[src/rtl/bp_update_sched.sv]
// Branch-predictor table write scheduler: post-reset clear sweep, then an
// in-order FIFO of EX training records drained one per accepted write.
// Ports: clock/reset (async, active-low); ex_valid/ex_cond/ex_taken/ex_pc/
// ex_tg_pc two EX slots (bit 0 older); ex_stall to EX; upd_ready from the
// table port; upd_we/upd_clear/upd_idx/upd_pc/upd_tg_pc/upd_taken/upd_cond
// write request; init_busy to fetch; q_count occupancy; ovf_err sticky drop.
// Optional macro BP_UPD_COALESCE_EN: when both slots hit the same index,
// only the younger record is queued.
module bp_update_sched #(
    parameter int XLEN      = 32,
    parameter int BHT_IDX_W = 5,
    parameter int QDEPTH    = 4
) (
    input  logic                      clock,
    input  logic                      reset,
    input  logic [1:0]                ex_valid,
    input  logic [1:0]                ex_cond,
    input  logic [1:0]                ex_taken,
    input  logic [2*XLEN-1:0]         ex_pc,
    input  logic [2*XLEN-1:0]         ex_tg_pc,
    output logic                      ex_stall,
    input  logic                      upd_ready,
    output logic                      upd_we,
    output logic                      upd_clear,
    output logic [BHT_IDX_W-1:0]      upd_idx,
    output logic [XLEN-1:0]           upd_pc,
    output logic [XLEN-1:0]           upd_tg_pc,
    output logic                      upd_taken,
    output logic                      upd_cond,
    output logic                      init_busy,
    output logic [$clog2(QDEPTH):0]   q_count,
    output logic                      ovf_err
);

    localparam int PW = $clog2(QDEPTH);
    localparam int CW = PW + 1;
    localparam int IW = BHT_IDX_W;
    localparam logic [IW-1:0] SWEEP_LAST = '1;

    typedef enum logic {
        INIT,
        RUN
    } state_t;

    state_t state, state_nx;
    logic [IW-1:0] sweep, sweep_nx;

    logic [XLEN-1:0]   q_pc [QDEPTH];
    logic [XLEN-1:0]   q_tg [QDEPTH];
    logic [QDEPTH-1:0] q_taken;
    logic [QDEPTH-1:0] q_cond;
    logic [PW-1:0]     head, tail, tail1;
    logic [CW-1:0]     count, free;
    logic              ovf;

    logic [XLEN-1:0] pc0, pc1, tg0, tg1;
    logic            coal, first_s1, drop, pop;
    logic [1:0]      n_req, n_push;

    assign pc0 = ex_pc[XLEN-1:0];
    assign pc1 = ex_pc[2*XLEN-1:XLEN];
    assign tg0 = ex_tg_pc[XLEN-1:0];
    assign tg1 = ex_tg_pc[2*XLEN-1:XLEN];

    // Space is judged on the registered count only; a pop this cycle
    // does not make room for this cycle's enqueue.
    assign free  = CW'(QDEPTH) - count;
    assign tail1 = tail + PW'(1);
    assign pop   = (state == RUN) && (count != '0) && upd_ready;

    assign ex_stall = (free < CW'(2)) || !reset;
    assign q_count  = count;
    assign ovf_err  = ovf;

    always_comb begin
        coal = 1'b0;
`ifdef BP_UPD_COALESCE_EN
        coal = (ex_valid == 2'b11) &&
               (pc0[IW+1:2] == pc1[IW+1:2]);
`endif
        // The first queued record comes from slot 1 when slot 0 is
        // absent or has been folded into the younger record.
        first_s1 = coal || (ex_valid == 2'b10);
        if (coal) begin
            n_req = 2'd1;
        end else begin
            n_req = {1'b0, ex_valid[0]} + {1'b0, ex_valid[1]};
        end
        if (free >= CW'(n_req)) begin
            n_push = n_req;
        end else begin
            n_push = free[1:0];
        end
        drop = (n_push != n_req);
    end

    always_ff @(posedge clock or negedge reset) begin
        if (!reset) begin
            state <= INIT;
            sweep <= '0;
        end else begin
            state <= state_nx;
            sweep <= sweep_nx;
        end
    end

    always_comb begin
        state_nx  = state;
        sweep_nx  = sweep;
        upd_we    = 1'b0;
        upd_clear = 1'b0;
        upd_idx   = '0;
        upd_pc    = '0;
        upd_tg_pc = '0;
        upd_taken = 1'b0;
        upd_cond  = 1'b0;
        init_busy = 1'b1;
        unique case (state)
            INIT: begin
                upd_we    = reset;
                upd_clear = reset;
                upd_idx   = reset ? sweep : '0;
                if (upd_ready) begin
                    sweep_nx = sweep + IW'(1);
                    if (sweep == SWEEP_LAST) begin
                        state_nx = RUN;
                    end
                end
            end
            RUN: begin
                init_busy = 1'b0;
                if (count != '0) begin
                    upd_we    = 1'b1;
                    upd_idx   = q_pc[head][IW+1:2];
                    upd_pc    = q_pc[head];
                    upd_tg_pc = q_tg[head];
                    upd_taken = q_taken[head];
                    upd_cond  = q_cond[head];
                end
            end
            default: begin
                state_nx = INIT;
            end
        endcase
    end

    always_ff @(posedge clock or negedge reset) begin
        if (!reset) begin
            head  <= '0;
            tail  <= '0;
            count <= '0;
            ovf   <= 1'b0;
        end else begin
            if (pop) begin
                head <= head + PW'(1);
            end
            tail  <= tail + PW'(n_push);
            count <= count + CW'(n_push) - CW'(pop);
            ovf   <= ovf | drop;
        end
    end

    // Payload storage carries no reset; occupancy gates every read.
    always_ff @(posedge clock) begin
        if (reset && (n_push != 2'd0)) begin
            q_pc[tail]    <= first_s1 ? pc1 : pc0;
            q_tg[tail]    <= first_s1 ? tg1 : tg0;
            q_taken[tail] <= first_s1 ? ex_taken[1] : ex_taken[0];
            q_cond[tail]  <= first_s1 ? ex_cond[1] : ex_cond[0];
        end
        if (reset && (n_push == 2'd2)) begin
            q_pc[tail1]    <= pc1;
            q_tg[tail1]    <= tg1;
            q_taken[tail1] <= ex_taken[1];
            q_cond[tail1]  <= ex_cond[1];
        end
    end

endmodule

[config.mk]
export PLATFORM = sky130hd
export DESIGN_NAME = bp_update_sched
export DESIGN_NICKNAME = d
export VERILOG_FILES = /design/src/rtl/bp_update_sched.sv
export SDC_FILE = /design/constraint.sdc
export NUM_CORES = 1
export LEC_CHECK = 0
export BUFFER_PORTS_ARGS = -buffer_cell sky130_fd_sc_hd__buf_2
export CORE_UTILIZATION = 50
export DETAILED_ROUTE_END_ITERATION = 6
export GPL_TIMING_DRIVEN = 0
export PLACE_DENSITY = 0.76
export RECOVER_POWER = 25
export SLEW_MARGIN = 20
export SYNTH_ARGS = -nofsm -noshare
export SYNTH_HDL_FRONTEND = slang
export SYNTH_SLANG_ARGS = --single-unit
export TNS_END_PERCENT = 1
[constraint.sdc]
create_clock -name clock -period 5.6 [get_ports clock]
set_clock_uncertainty 0.2 [all_clocks]
set_input_delay 0.84 -clock clock [delete_from_list [all_inputs] [get_ports clock]]
set_output_delay 0.84 -clock clock [all_outputs]
set_load 0.1 [all_outputs]
# After elaboration in Yosys (flattened, before gate mapping)
# Memory sizes are Yosys's and may differ from the RTL's.
# Cells that the tools add are included.
[totals]
mem_bits_rw = 256
reg_bits = 22
memories = 2
[classes]
n_lt_le_gt_ge = 7
n_eq_ne = 4
n_reduce_logical = 11
n_addsub = 8
bitwise = 2
muxes = 43
[mem_list]
columns = ["memory", "words", "word_bits", "rd", "rd_ports_with_merged_regs", "write_ports", "line", "text"]
rows = [
  ["q_pc", 4, 32, 1, 0, 2, "48", "logic [XLEN-1:0] q_pc [QDEPTH];"],
  ["q_tg", 4, 32, 1, 0, 2, "49", "logic [XLEN-1:0] q_tg [QDEPTH];"],
]
[op_table]
columns = ["op", "count"]
rows = [
  ["2-to-1 mux 32 bit", 6],
  ["2-to-1 mux 1 bit", 20],
  ["bitwise mux 4 bit", 4],
  ["2-to-1 mux 4 bit", 4],
  ["2-to-1 mux 5 bit", 2],
  ["case mux 5 bit (2 select lines)", 1],
  ["< comparator 2 x 3 -> 1 bit (second input constant)", 3],
  ["logical AND 1 bit", 6],
  ["adder 5 x 1 -> 5 bit (second input constant)", 1],
  ["== test 5 bit (second input constant)", 1],
  ["adder 2 x 1 -> 2 bit (second input constant)", 2],
  ["binary-select mux 1 bit (select 2 bit)", 2],
  ["demux 1 bit (select 2 bit)", 2],
  ["== test 2 bit (second input constant)", 2],
  ["greater-or-equal comparator 2 x 1 -> 1 bit (second input constant)", 2],
  ["adder 3 x 2 -> 3 bit", 1],
  ["greater-or-equal comparator 3 x 2 -> 1 bit", 1],
  ["< comparator 3 x 2 -> 1 bit (second input constant)", 1],
  ["nonzero test 3 bit", 1],
  ["subtractor 3 x 1 -> 3 bit", 1],
  ["subtractor 3 bit (first input constant)", 1],
  ["adder 1 x 1 -> 2 bit", 1],
  ["adder 2 bit", 1],
  ["2-to-1 mux 2 bit", 1],
  ["8 further kinds", 8],
]

# Logic depth before layout (Yosys ltp)
# Gate-level depths: netlist of the first run.
[logic_depth]
ltp_word = 8
depth_mapped = 18
ltp_nobuf = 16

# Worst setup path before layout of the first run
# OpenSTA, ideal clock, no wires.
[synth_path]
path_type = "register to output"
startpoint = "register count[0], in the netlist q_count[0]"
endpoint = "output port upd_idx[0]"
t_required_ps = 4560
stages_incl_launch_ff = 8
arrival_ps = 4123
setup_slack_ps = 437
cell_sequence = "dfrtp_1 > inv_1 > ha_1 > ha_1 > nand2b_1 > clkbuf_1 > nor2b_1 > a21o_1"
[synth_via]
elab_chain_cells = 3
[synth_rtl]
columns = ["item", "line", "text"]
rows = [
  ["from (decl)", "53", "logic [CW-1:0] count, free;"],
  ["from (signal assigned)", "158", "count <= count + CW'(n_push) - CW'(pop);"],
  ["nonzero test 3 bit", "132", "if (count != '0) begin"],
  ["2-to-1 mux 5 bit", "132", ""],
  ["case mux 5 bit (2 select lines)", "118", "unique case (state)"],
  ["to (decl)", "25", "output logic [BHT_IDX_W-1:0] upd_idx,"],
]
# No other way between the ends.

==> flow_summary.ini, run 1 <==
[run_status]
outcome = complete, no violations

[logic_synthesis]
synth_top_area_share_pct = 54.38
yosysTopAreaCell = edfxtp_1
synth_edf_count = 256
synthCells = 836
synthSimpleGateAreaFrac_pct = 4.355
synth_nets = 985
synth_common_cells = 256 x edfxtp_1, 197 x mux2_2, 71 x mux2_1
synth_compound_area_share_pct = 1.115
ys_async_sr_fraction_pct = 5.036
syn_area_sq_um = 14140
synth_cell_types = 33
yosysWarnings = 0
synth_xor_area_share_pct = 0.7435
syn_area_per_cell_sq_um = 16.91
synth_top_family_by_area = multiplexers
synth_area_leaders = edfxtp_1 54%, mux2_2 16%, mux4_2 11%
synthAdderAreaFrac_pct = 1.115
ys_seq_area_share_pct = 57.99
ys_ff_latch = 278
synthMuxAreaShare_pct = 32.48
yosysMostFrequentCell = edfxtp_1
synthFlopType = edfxtp_1

[final_layout]
areaGrowthSynthToFinish_pct = 18.29
fin_nets = 1238
final_area_sq_um = 16720
final_cells = 1499
drive_gt1_share_pct = 48.92

[place]
numPortBuffers = 215
place_area_sq_um = 15800
gp_congestion = 0.7422
placed_cells = 1433
place_hpwl_microns = 21890
dp_slack_ns = 1.065

[die]
coreArea_sq_um = 27780
die_h_microns = 170.1
design.portCount = 216
start_util_pct = 50.88
die_x_microns = 170.1
die-area_sq_um = 28950
rows = 61

[clocking]
clk_pin_slew_ns = 0.06
htreeDepth = 1
root_buffer = clkbuf_16
post_cts_buffers = 0
cts_tree = built
clkLatencyLatePin_ns = 0.56
cts_made_buffers = 31
cts_repair_resize_count = 0
clock_sinks = 278
clockBufferDepth = 3

[worst_setup_path]
crit_path_end_kind = flip-flop
r2r-start = q_count[0]
required_ns = 5.71
crit_path_frequent_cell = clkbuf_1
crit_fanout = 10
cp_slowest_cell = nor2_1
path_cells = buf_2 -> inv_1 -> ha_1 -> clkbuf_1 -> inv_1 -> ha_1 -> nand2b_1 -> a21oi_1 -> clkbuf_1 -> mux2i_1 -> nor2_1 -> clkbuf_1 -> mux2_2
worstSetupPathType = in2reg
cp.arrival_ns = 4.91
critPathLaunch = ex_valid[0]
max_stage_delay_ns = 0.89
cp-start-kind = input port

[timing]
period_share_pct = 85.75
fmax_mhz = 208.2
worstMarginPinSlew_ns = 1.421
relSlewSlack_pct = 4.853
grt_setup_unrepaired = false
fin_ws_ns = 0.7980
finalMaxSlewViolations = 0
min_period_ns = 4.802
setup_viol = 0
hold_viol = 0

[routing]
drt_iter0_markers = 482
drc = 0
wire_per_inst_microns = 22.26
drtPass1Iterations = 5
viasPerCell = 5.519
via_count = 8273
wirelength_microns = 33360
postRouteAntennaNets = 0

[hold_path]
min-delay-start = ovf_err
hp-class = reg2reg

[grt]
grt_antenna_before_repair = 9
grt_pass1_vias = 8713
grt_first_pass_wirelength_microns = 50110
gr-total-overflow = 0
grt_max_degree = 39
grt_use_total_pct = 23.23

[job]
cap_violations = 0
[final timing paths]
kind | end | slack (ns) | cells past startpoint
worst max-delay path | q_pc[2][5] | 0.80 | 13
worst min-delay path | ovf_err | 0.25 | 1
worst max register to register | q_pc[2][5] | 0.94 | 10
worst min register to register | ovf_err | 0.25 | 1
max in group asynchronous | sweep[3] | 3.96 | 2
min in group asynchronous | q_count[0] | 0.71 | 2
[layer usage]
layer | part of all wire, % | up-vias | track usage, %
met5 | 0.12 | - | 0
met3 | 6.3 | 53 | 5.302
met2 | 49 | 220 | 39.38
met4 | 2.0 | 6 | 5.523
met1 | 43 | 4186 | 30.31
li1 | - | 3808 | -
[registers in the layout (all words and copies together), names as in the netlist]
register  flops
q_pc        128
q_tg        128
sweep         5
q_cond        4
q_taken       4
q_count       3
head          2
tail          2
ovf_err       1
state         1
[cell usage in the layout (no fill, tap or decap), drive strengths merged, types with 11 or more instances in the layout]
cell type / n
dfrtp: 14
clkinv: 17
buf: 241
inv: 15
nand2: 15
clkbuf: 69
nor2b: 69
edfxtp: 256
mux2: 268
mux4: 66
ha: 11
[through the flow]
| step | TNS (ns) | hold WS (ns) | utilization (%) |
|---|---|---|---|
| 3_3_place_gp | -195.39 | 0.2352 | 56.46 |
| 4_1_cts | 0 | 0.2572 | 60.36 |
| 2_1_floorplan | 0 | 0.2595 | - |
| 3_5_place_dp | 0 | 0.2433 | 56.88 |
| 5_1_grt | 0 | 0.2905 | 60.15 |
| 6_report | 0 | 0.2536 | 60.19 |
[repair_timing]
item | 4_1_cts | 5_1_grt
hold buffers | 1 | 0
endpoints found under the hold margin | 14 | 0
endpoints found under the setup margin | 0 | 0
[kinds of logic (layout without fill, tap and decap cells)]
kind of cell	count (synthesis)	count (layout)
flip-flops	278	278
AND/OR/NAND/NOR	105	105
AO/OA/AOI/OAI	20	20
buffers and inverters	67	345
multiplexers	342	342
other	0	7
XOR/XNOR	12	12
adder cells (fa/ha/maj)	12	12
[final cells by class]
type / count / area [sq um]
antenna: 7 / 17.52
buffer: 53 / 246.5
clock buffer: 38 / 802.0
clock inverter: 20 / 155.1
fill: 2231 / 11060
inverter: 14 / 52.55
multi-input combinational: 491 / 5612
sequential: 278 / 8198
tap: 378 / 473.0
timing repair buffer: 220 / 1165
[critical path, delay by kind of cell]
| kind | cells | cell delay [ns] |
|---|---|---|
| fa+ha+maj | 2 | 0.53 |
| buf+inv | 6 | 1.54 |
| mux | 2 | 0.70 |
| simple gates | 2 | 1.05 |
| compound gates | 1 | 0.27 |
Power of run 1 is left out: the tool's default activity adds up to more than one toggle a clock period on the data nets, which glitch-free logic cannot reach.
==> inputs of run 2 (changes only) <==
--- a/config.mk
+++ b/config.mk
@@ -7,4 +7,5 @@
 export LEC_CHECK = 0
 export BUFFER_PORTS_ARGS = -buffer_cell sky130_fd_sc_hd__buf_2
+export CORE_MARGIN = 1
 export CORE_UTILIZATION = 50
 export DETAILED_ROUTE_END_ITERATION = 6
==> constraint.sdc (replaced) <==
create_clock -name clock -period 5.6 [get_ports clock]
set_clock_uncertainty 0.2 [all_clocks]
set_input_delay 1.4 -clock clock [delete_from_list [all_inputs] [get_ports clock]]
set_output_delay 1.4 -clock clock [all_outputs]
set_load 0.1 [all_outputs]
==> run 2 against run 1 <==
Against the previous run: setup slack got worse by 0.41 ns; hold slack about the same; first-iteration DRC count decreased by 12%; maximum frequency shrank 7.9%; clock-buffer cell count unchanged; critical path depth did not move; non-clock buffer count decreased by 1; core utilization barely moved; cell count decreased by 0.13%; register-to-register slack improved by 0.17 ns; largest cell class unchanged.
==> flow_summary.ini, run 2 (synthesized netlist as in run 1, its figures left out) <==
[run_status]
outcome = complete, no violations

[clocking]
clkLatencyLatePin_ns = 0.56
htreeDepth = 1
root_buffer = clkbuf_16
post_cts_buffers = 0
cts_made_buffers = 31
cts_repair_resize_count = 0
clockBufferDepth = 3
ctsHoldBuffers = 0
cts_tree = built
clock_sinks = 278
clk_pin_slew_ns = 0.06

[grt]
grt_first_pass_wirelength_microns = 50090
grt_pass1_vias = 8707
grt_max_degree = 39
grt_antenna_before_repair = 9
grt_use_total_pct = 23.23
gr-total-overflow = 0

[die]
coreArea_sq_um = 27780
start_util_pct = 50.88
design.portCount = 216
die-area_sq_um = 28950
die_h_microns = 170.1
rows = 61
die_x_microns = 170.1

[worst_setup_path]
required_ns = 5.70
cp.arrival_ns = 5.32
crit_buf_inv = 6
max_stage_delay_ns = 0.89
crit_path_end_kind = flip-flop
crit_fanout = 10
cp_slowest_cell = nor2_1
r2r_cells = 10
cp-start-kind = input port
crit_family = buffers and inverters
cp.depth = 13
worstSetupPathType = in2reg
path_cells = buf_2 -> inv_1 -> ha_1 -> clkbuf_1 -> inv_1 -> ha_1 -> nand2b_1 -> a21oi_1 -> clkbuf_1 -> mux2i_1 -> nor2_1 -> clkbuf_2 -> mux2_2

[place]
place_area_sq_um = 15800
placed_cells = 1433
place_hpwl_microns = 21890
numPortBuffers = 215
gp_congestion = 0.7422

[timing]
period_share_pct = 93.11
relSlewSlack_pct = 7.161
grt_setup_unrepaired = false
finalMaxSlewViolations = 0
setup_viol = 0
hold_viol = 0
min_period_ns = 5.214
worstMarginPinSlew_ns = 1.386
fmax_mhz = 191.8

[final_layout]
final_cell_mix = 256 x edfxtp_1, 228 x buf_2, 197 x mux2_2
fin_nets = 1237
final_area_sq_um = 16720
drive_gt1_share_pct = 49.51
final_cells = 1497
final_common_cell = edfxtp_1
areaGrowthSynthToFinish_pct = 18.26
top_regs = q_pc: 128 flops, q_tg: 128 flops, sweep: 5 flops

[routing]
drtPass1Iterations = 5
via_count = 8273
viasPerCell = 5.526
postRouteAntennaNets = 0
drc = 0
wirelength_microns = 33290
drt_iter0_markers = 422
wire_per_inst_microns = 22.24

[hold_path]
min_path_cells = 1
hp-class = reg2reg

[job]
cap_violations = 0
[run 2: cell types whose count changed in the layout (fill, tap and decap cells not counted)]
cell / previous run / this run
clkbuf_1: 38 / 33
clkbuf_2: 0 / 5
diode_2: 7 / 6
dlygate4sd3_1: 1 / 0
nand2b_2: 1 / 2
nand2b_4: 1 / 0
nor2_1: 6 / 5
nor2_4: 0 / 1
[run 2: metal layers]
layer	track usage, %	up-vias	part of all wire, %
li1	-	3806	-
met1	30.31	4167	43
met5	0	-	0.12
met4	5.523	6	2.0
met3	5.302	51	6.6
met2	39.36	243	48
[run 2: cell type report]
class                   instances  area (sq um)
inverters                      14         52.55
fillers                      2229         11060
multi-input cells             491          5614
well taps                     378         473.0
clock buffers                  38         802.0
diodes                          6         15.01
repair buffers                219          1155
plain buffers                  53         252.7
flip-flops and latches        278          8198
clock inverters                20         155.1
[run 2: final timing paths]
kind,start,endpoint,slack (ns)
max,ex_valid[0],q_tg[2][15],0.39
min,ovf_err,ovf_err,0.25
max reg2reg,q_count[0],q_tg[2][15],1.11
min reg2reg,ovf_err,ovf_err,0.25
max in group asynchronous,reset,sweep[3],3.94
min in group asynchronous,reset,ovf_err,0.73
[run 2: metrics by stage]
stage | hold WS, ns | util, % | setup TNS [ns] | setup slack (ns)
floorplan | 0.2595 | - | -0.6161 | -0.1232
global placement | 0.2352 | 56.46 | -338.75 | -1.501
detailed placement | 0.2433 | 56.88 | 0 | 0.5055
CTS | 0.2572 | 60.33 | 0 | 0.5469
global route | 0.2905 | 60.15 | 0 | 0.2114
finish | 0.2535 | 60.17 | 0 | 0.3856
Power of run 2 is left out for the same reason.
